--- config.mk ---
export PLATFORM = sky130hd
export DESIGN_NAME = banked_regfile
export DESIGN_NICKNAME = d
export VERILOG_FILES = /design/src/rtl/banked_regfile.sv
export SDC_FILE = /design/constraint.sdc
export NUM_CORES = 1
export LEC_CHECK = 0
export CORE_MARGIN = 2
export CORE_UTILIZATION = 50
export DETAILED_ROUTE_END_ITERATION = 6
export PLACE_DENSITY = 0.88
export SYNTH_ARGS = -nofsm -noshare
export SYNTH_HDL_FRONTEND = slang
export SYNTH_SLANG_ARGS = --single-unit
--- constraint.sdc ---
create_clock -name clk -period 3.95 [get_ports clk]
set_clock_uncertainty 0.15 [all_clocks]
set_input_delay 0.79 -clock clk [delete_from_list [all_inputs] [get_ports clk]]
set_output_delay 0.79 -clock clk [all_outputs]
set_load 0.05 [all_outputs]
--- src/rtl/banked_regfile.sv ---
// banked_regfile: CPU register file with an interrupt-banked dx/dy link pair, NORMAL/INT
// status FSM and a handshaked I/O port (compiled in when BANKED_REGFILE_IO_EN is defined).
module banked_regfile #(
  parameter int WIDTH = 8,
  parameter int NREG  = 4,
  localparam int SEL_W = $clog2(NREG)
) (
  input  logic               clk,
  input  logic               nclr,
  input  logic               rd,
  input  logic               wr,
  input  logic               wa,
  input  logic               isp,
  input  logic               ljr,
  input  logic [SEL_W-1:0]   rs,
  input  logic [2*WIDTH-1:0] ra,
  input  logic [WIDTH-1:0]   aluout,
  input  logic               ienabled,
  input  logic               int_req,
  input  logic               int_ret,
  input  logic [2*WIDTH-1:0] intra,
  input  logic               iow,
  input  logic               ior,
  input  logic               io_ready,
  input  logic [WIDTH-1:0]   io_in,
  input  logic               io_in_valid,
  output logic [WIDTH-1:0]   acc,
  output logic [WIDTH-1:0]   sp,
  output logic [WIDTH-1:0]   dx,
  output logic [WIDTH-1:0]   dy,
  output logic [WIDTH-1:0]   rdata,
  output logic               istatus,
  output logic [WIDTH-1:0]   io_out,
  output logic               io_valid,
  output logic               stall
);

  typedef enum logic {ST_NORMAL = 1'b0, ST_INT = 1'b1} state_e;

  localparam logic [SEL_W-1:0] IDX_SP = SEL_W'(1);
  localparam logic [SEL_W-1:0] IDX_DX = SEL_W'(NREG - 2);
  localparam logic [SEL_W-1:0] IDX_DY = SEL_W'(NREG - 1);

  state_e           state_q, state_d;
  logic [WIDTH-1:0] regs_q [NREG];
  logic [WIDTH-1:0] regs_d [NREG];
  logic [WIDTH-1:0] alt_dx_q, alt_dx_d;
  logic [WIDTH-1:0] alt_dy_q, alt_dy_d;
  logic [WIDTH-1:0] io_out_q, io_out_d;
  logic             io_valid_q, io_valid_d;

  logic             in_int_s;
  logic [WIDTH-1:0] dx_s, dy_s, rdata_s;
  logic             stall_s, iow_ok_s, ior_ok_s, io_ready_s;

`ifdef BANKED_REGFILE_IO_EN
  assign stall_s    = (iow & io_valid_q & ~io_ready) | (ior & ~io_in_valid);
  assign iow_ok_s   = iow & (~io_valid_q | io_ready) & ~stall_s;
  assign ior_ok_s   = ior & io_in_valid & ~stall_s;
  assign io_ready_s = io_ready;
`else
  logic unused_io_s;
  assign unused_io_s = ^{iow, ior, io_ready, io_in_valid};
  assign stall_s     = 1'b0;
  assign iow_ok_s    = 1'b0;
  assign ior_ok_s    = 1'b0;
  assign io_ready_s  = 1'b0;
`endif

  // Slots 0/1 of regs_q are acc/sp; the top two slots are the main-bank link pair.
  assign in_int_s = (state_q == ST_INT);
  assign dx_s     = in_int_s ? alt_dx_q : regs_q[NREG-2];
  assign dy_s     = in_int_s ? alt_dy_q : regs_q[NREG-1];

  // Read port: link slots follow the bank selected by istatus.
  always_comb begin
    rdata_s = regs_q[rs];
    if (rs == IDX_DX) begin
      rdata_s = dx_s;
    end else if (rs == IDX_DY) begin
      rdata_s = dy_s;
    end else begin
      rdata_s = regs_q[rs];
    end
  end

  // Next-state: a stalled instruction is held entirely, only the output handshake advances.
  always_comb begin
    regs_d     = regs_q;
    alt_dx_d   = alt_dx_q;
    alt_dy_d   = alt_dy_q;
    state_d    = state_q;
    io_out_d   = io_out_q;
    io_valid_d = io_valid_q;

    if (!stall_s) begin
      if (ior_ok_s) begin
        regs_d[0] = io_in;
      end else if (rd) begin
        regs_d[0] = rdata_s;
      end else if (wa) begin
        regs_d[0] = aluout;
      end else begin
        regs_d[0] = regs_q[0];
      end

      if (wr && (rs == IDX_SP)) begin
        regs_d[1] = regs_q[0];
      end else if (isp) begin
        regs_d[1] = aluout;
      end else begin
        regs_d[1] = regs_q[1];
      end

      for (int i = 2; i < NREG - 2; i++) begin
        if (wr && (rs == SEL_W'(i))) begin
          regs_d[i] = regs_q[0];
        end else begin
          regs_d[i] = regs_q[i];
        end
      end

      if (in_int_s) begin
        if (wr && (rs == IDX_DX)) begin
          alt_dx_d = regs_q[0];
        end else if (ljr) begin
          alt_dx_d = ra[WIDTH-1:0];
        end else begin
          alt_dx_d = alt_dx_q;
        end
        if (wr && (rs == IDX_DY)) begin
          alt_dy_d = regs_q[0];
        end else if (ljr) begin
          alt_dy_d = ra[2*WIDTH-1:WIDTH];
        end else begin
          alt_dy_d = alt_dy_q;
        end
      end else begin
        if (wr && (rs == IDX_DX)) begin
          regs_d[NREG-2] = regs_q[0];
        end else if (ljr) begin
          regs_d[NREG-2] = ra[WIDTH-1:0];
        end else begin
          regs_d[NREG-2] = regs_q[NREG-2];
        end
        if (wr && (rs == IDX_DY)) begin
          regs_d[NREG-1] = regs_q[0];
        end else if (ljr) begin
          regs_d[NREG-1] = ra[2*WIDTH-1:WIDTH];
        end else begin
          regs_d[NREG-1] = regs_q[NREG-1];
        end
        // Alt bank tracks intra until entry, so it freezes on the entry cycle's value.
        if (ienabled) begin
          alt_dx_d = intra[WIDTH-1:0];
          alt_dy_d = intra[2*WIDTH-1:WIDTH];
        end else begin
          alt_dx_d = alt_dx_q;
          alt_dy_d = alt_dy_q;
        end
      end

      case (state_q)
        ST_NORMAL: begin
          if (int_req && ienabled) begin
            state_d = ST_INT;
          end else begin
            state_d = ST_NORMAL;
          end
        end
        ST_INT: begin
          if (int_ret) begin
            state_d = ST_NORMAL;
          end else begin
            state_d = ST_INT;
          end
        end
        default: state_d = ST_NORMAL;
      endcase
    end else begin
      state_d = state_q;
    end

    if (iow_ok_s) begin
      io_out_d   = regs_q[0];
      io_valid_d = 1'b1;
    end else if (io_ready_s) begin
      io_valid_d = 1'b0;
    end else begin
      io_valid_d = io_valid_q;
    end
  end

  // State registers with synchronous active-low clear.
  always_ff @(posedge clk) begin
    if (!nclr) begin
      for (int i = 0; i < NREG; i++) begin
        regs_q[i] <= {WIDTH{1'b0}};
      end
      alt_dx_q   <= {WIDTH{1'b0}};
      alt_dy_q   <= {WIDTH{1'b0}};
      io_out_q   <= {WIDTH{1'b0}};
      io_valid_q <= 1'b0;
      state_q    <= ST_NORMAL;
    end else begin
      regs_q     <= regs_d;
      alt_dx_q   <= alt_dx_d;
      alt_dy_q   <= alt_dy_d;
      io_out_q   <= io_out_d;
      io_valid_q <= io_valid_d;
      state_q    <= state_d;
    end
  end

  assign acc      = regs_q[0];
  assign sp       = regs_q[1];
  assign dx       = dx_s;
  assign dy       = dy_s;
  assign rdata    = rdata_s;
  assign istatus  = in_int_s;
  assign io_out   = io_out_q;
  assign io_valid = io_valid_q;
  assign stall    = stall_s;

endmodule

==> flow_summary.toml, run 1 <==
[timing]
relSlewSlack = 0.468
maxSlewViolCount = 0
setup_viol = 0
tightest_slew_ns = 0.797
hold_viol = 0
fin_crit_sh = 0.892
min_period_ns = 3.52
rsz0062_at_grt = "no"
max_freq_mhz = 284
tns_ns = 0

[synth]
synth_ff_type = "dfxtp_1"
synthCells = 407
netlist_area_mm2 = 0.00340
synth_top_area_frac = 0.288
seq_area_frac_synth = 0.288
synth-edff-count = 0
synth.avg_cell_area_um2 = 8.36
async_flop_share = 0
yosys_warnings = 0
yosys-top-cells-area = "dfxtp_1, mux2i_1, buf_4, o311ai_0, a211oi_1"
ys_types = 40
ys_ff_latch = 49
synth.largest_area_cell = "dfxtp_1"

[place]
place_area_mm2 = 0.00422
gp_congestion = 0.891
portBuffers = 92
dp.cells = 534
dp_hpwl_mm = 7.29

[setup_path]
cp_num_buf_inv = 3
slowest_delay_ns = 0.84
arrival_ns = 2.58
endpoint = "rdata[0]"
path_max_fanout = 13
critical_path.cell_chain = "clkdlybuf4s50_1 -> buf_4 -> mux2i_1 -> o22ai_1 -> a21o_1 -> buf_12"
r2r_cells = 4
rr_startpoint = "istatus"
cp-end-kind = "output pin"
slowest_stage = "clkdlybuf4s50_1"
worstPathRequired_ns = 3.01
worstSetupPathType = "in -> out"
crit_start = "rs[0]"
startpoint_type = "input port"
worst-path-stages = 6
r2r_end = "alt_dy_q[7]"
rrSetupSlack_ns = 2.00
cp_top_family = "buffers and inverters"

[routing]
first_iter_violations = 293
drc = 0
num_vias = 3438
wire_per_inst_um = 18.8
first_pass_iters = 4
drt_wl_total_mm = 10.2
vias_per_cell = 6.35
ant_nets = 0

[cells_and_area]
final_cell_mix = "clkdlybuf4s50_1, dfxtp_1, mux2i_1, nand2_1, a21oi_1"
fin_nets = 525
final_area_mm2 = 0.00431
syn2layout_area_growth_pct = 26.5
final_cells = 541
final_common_cell = "clkdlybuf4s50_1"
drive_above_1_share = 0.0868
insertedDiodeCount = 0

[global_routing]
grt_usage = 0.268
grt_pass1_wl_mm = 16.2
grt_max_degree = 42
antenna_found_initial = 0
overflow = 0
grt_pass1_vias = 3267

[cts]
clk-insertion-delay-late_ns = 0.30
cts_htree_levels = 2
cts_root_buf = "clkbuf_8"
path_clk_slew_ns = 0.09
cts_tree = "done"
cts.sinks = 49
postCtsHoldBufs = 0
cts_buffer_depth = 2
cts_setup_buffers = 0
ctsResizeCount = 0
numCtsBuffers = 5

[power]
power_density_mw_per_mm2 = 337
peakVddDrop_mv = 0.200
power_uw = 1450
leakage_uw = 0.00185

[min_path]
hp-class = "reg -> reg"
min_from = "alt_dy_q[3]"

[die]
core_mm2 = 0.00668
start_util = 0.510
die_y_um = 86.5
die_w_um = 86.5
rows = 30
die-area_mm2 = 0.00748
ios = 115

[run_status]
outcome = "complete, no violations"

[flow_run]
cap_violations = 0
registers in the layout, indices dropped and copies added (netlist names):
name / cells
sp: 8
alt_dx_q: 8
alt_dy_q: 8
acc: 8
istatus: 1
regs_q: 16
worst reg2reg max path: cells and delay by family, from the launching register on:
kind | cells | cell delay [ns]
compound gates | 2 | 0.70
flops | 1 | 0.33
buf+inv | 2 | 0.65
metal layers:
layer / routed length, um / up-vias / track usage
met5: 0 / - / 0
met4: 248 / 0 / 0.0824
met3: 912 / 26 / 0.0600
met2: 4680 / 194 / 0.434
met1: 4310 / 1622 / 0.357
li1: - / 1596 / -
cell type report:
class | instances | area (um^2)
fillers | 561 | 2370
inverters | 18 | 67.6
well taps | 80 | 100
repair buffers | 102 | 1060
multi-input cells | 285 | 2010
clock buffers | 7 | 86.3
flip-flops and latches | 49 | 982
power by group:
group	internal, uW	total (uW)	switching [uW]
Combinational	225	573	348
Sequential	538	575	37.1
Clock	139	306	167
Total	902	1450	551
worst min-delay path by stage:
stage | endpoint | slack (ns) | cells past startpoint
CTS | alt_dy_q[3] | 0.33 | 2
global placement | alt_dy_q[3] | 0.30 | 2
finish | alt_dy_q[3] | 0.32 | 2
detailed placement | alt_dy_q[3] | 0.31 | 2
global route | alt_dy_q[6] | 0.34 | 2
floorplan | alt_dx_q[7] | 0.30 | 2
synthesized netlist by cell type (8+ instances only):
cell type and count:
mux2i_1 38, a21o_1 20, o22ai_1 23, a21oi_1 29, buf_2 11, buf_4 32
nand2_1 37, and4_1 8, clkbuf_1 15, inv_1 17, a311oi_1 8, nor2_1 13
nand2b_1 9, o311ai_0 21, dfxtp_1 49, and4b_1 8, a211oi_1 24
kinds of logic (layout without fill, tap and decap cells):
kind of cell           after synthesis  after routing  share of synthesized area
AOI/OAI and AO/OA                  146            146                      0.306
and+or+nand+nor                     89             89                      0.152
buffers and inverters               82            127                      0.132
DFF                                 49             49                      0.288
muxes                               40             40                      0.121
other                                1             10                    0.00110
metrics by stage:
step	hold WS (ns)	utilization	setup WS (ns)
after CTS	0.326	0.645	0.455
after detailed placement	0.314	0.632	0.458
after global routing	0.343	0.645	0.312
final	0.322	0.645	0.425
after global placement	0.303	0.632	0.494
after floorplan	0.296	-	1.08
No activity file was read; power rests on OpenSTA's default activity.
==> inputs of run 2 (changes only) <==
- SKIP_LAST_GASP: unset -> 1
==> results of run 2 <==
No change in the layout: final DEF, timing and power equal those of run 1.
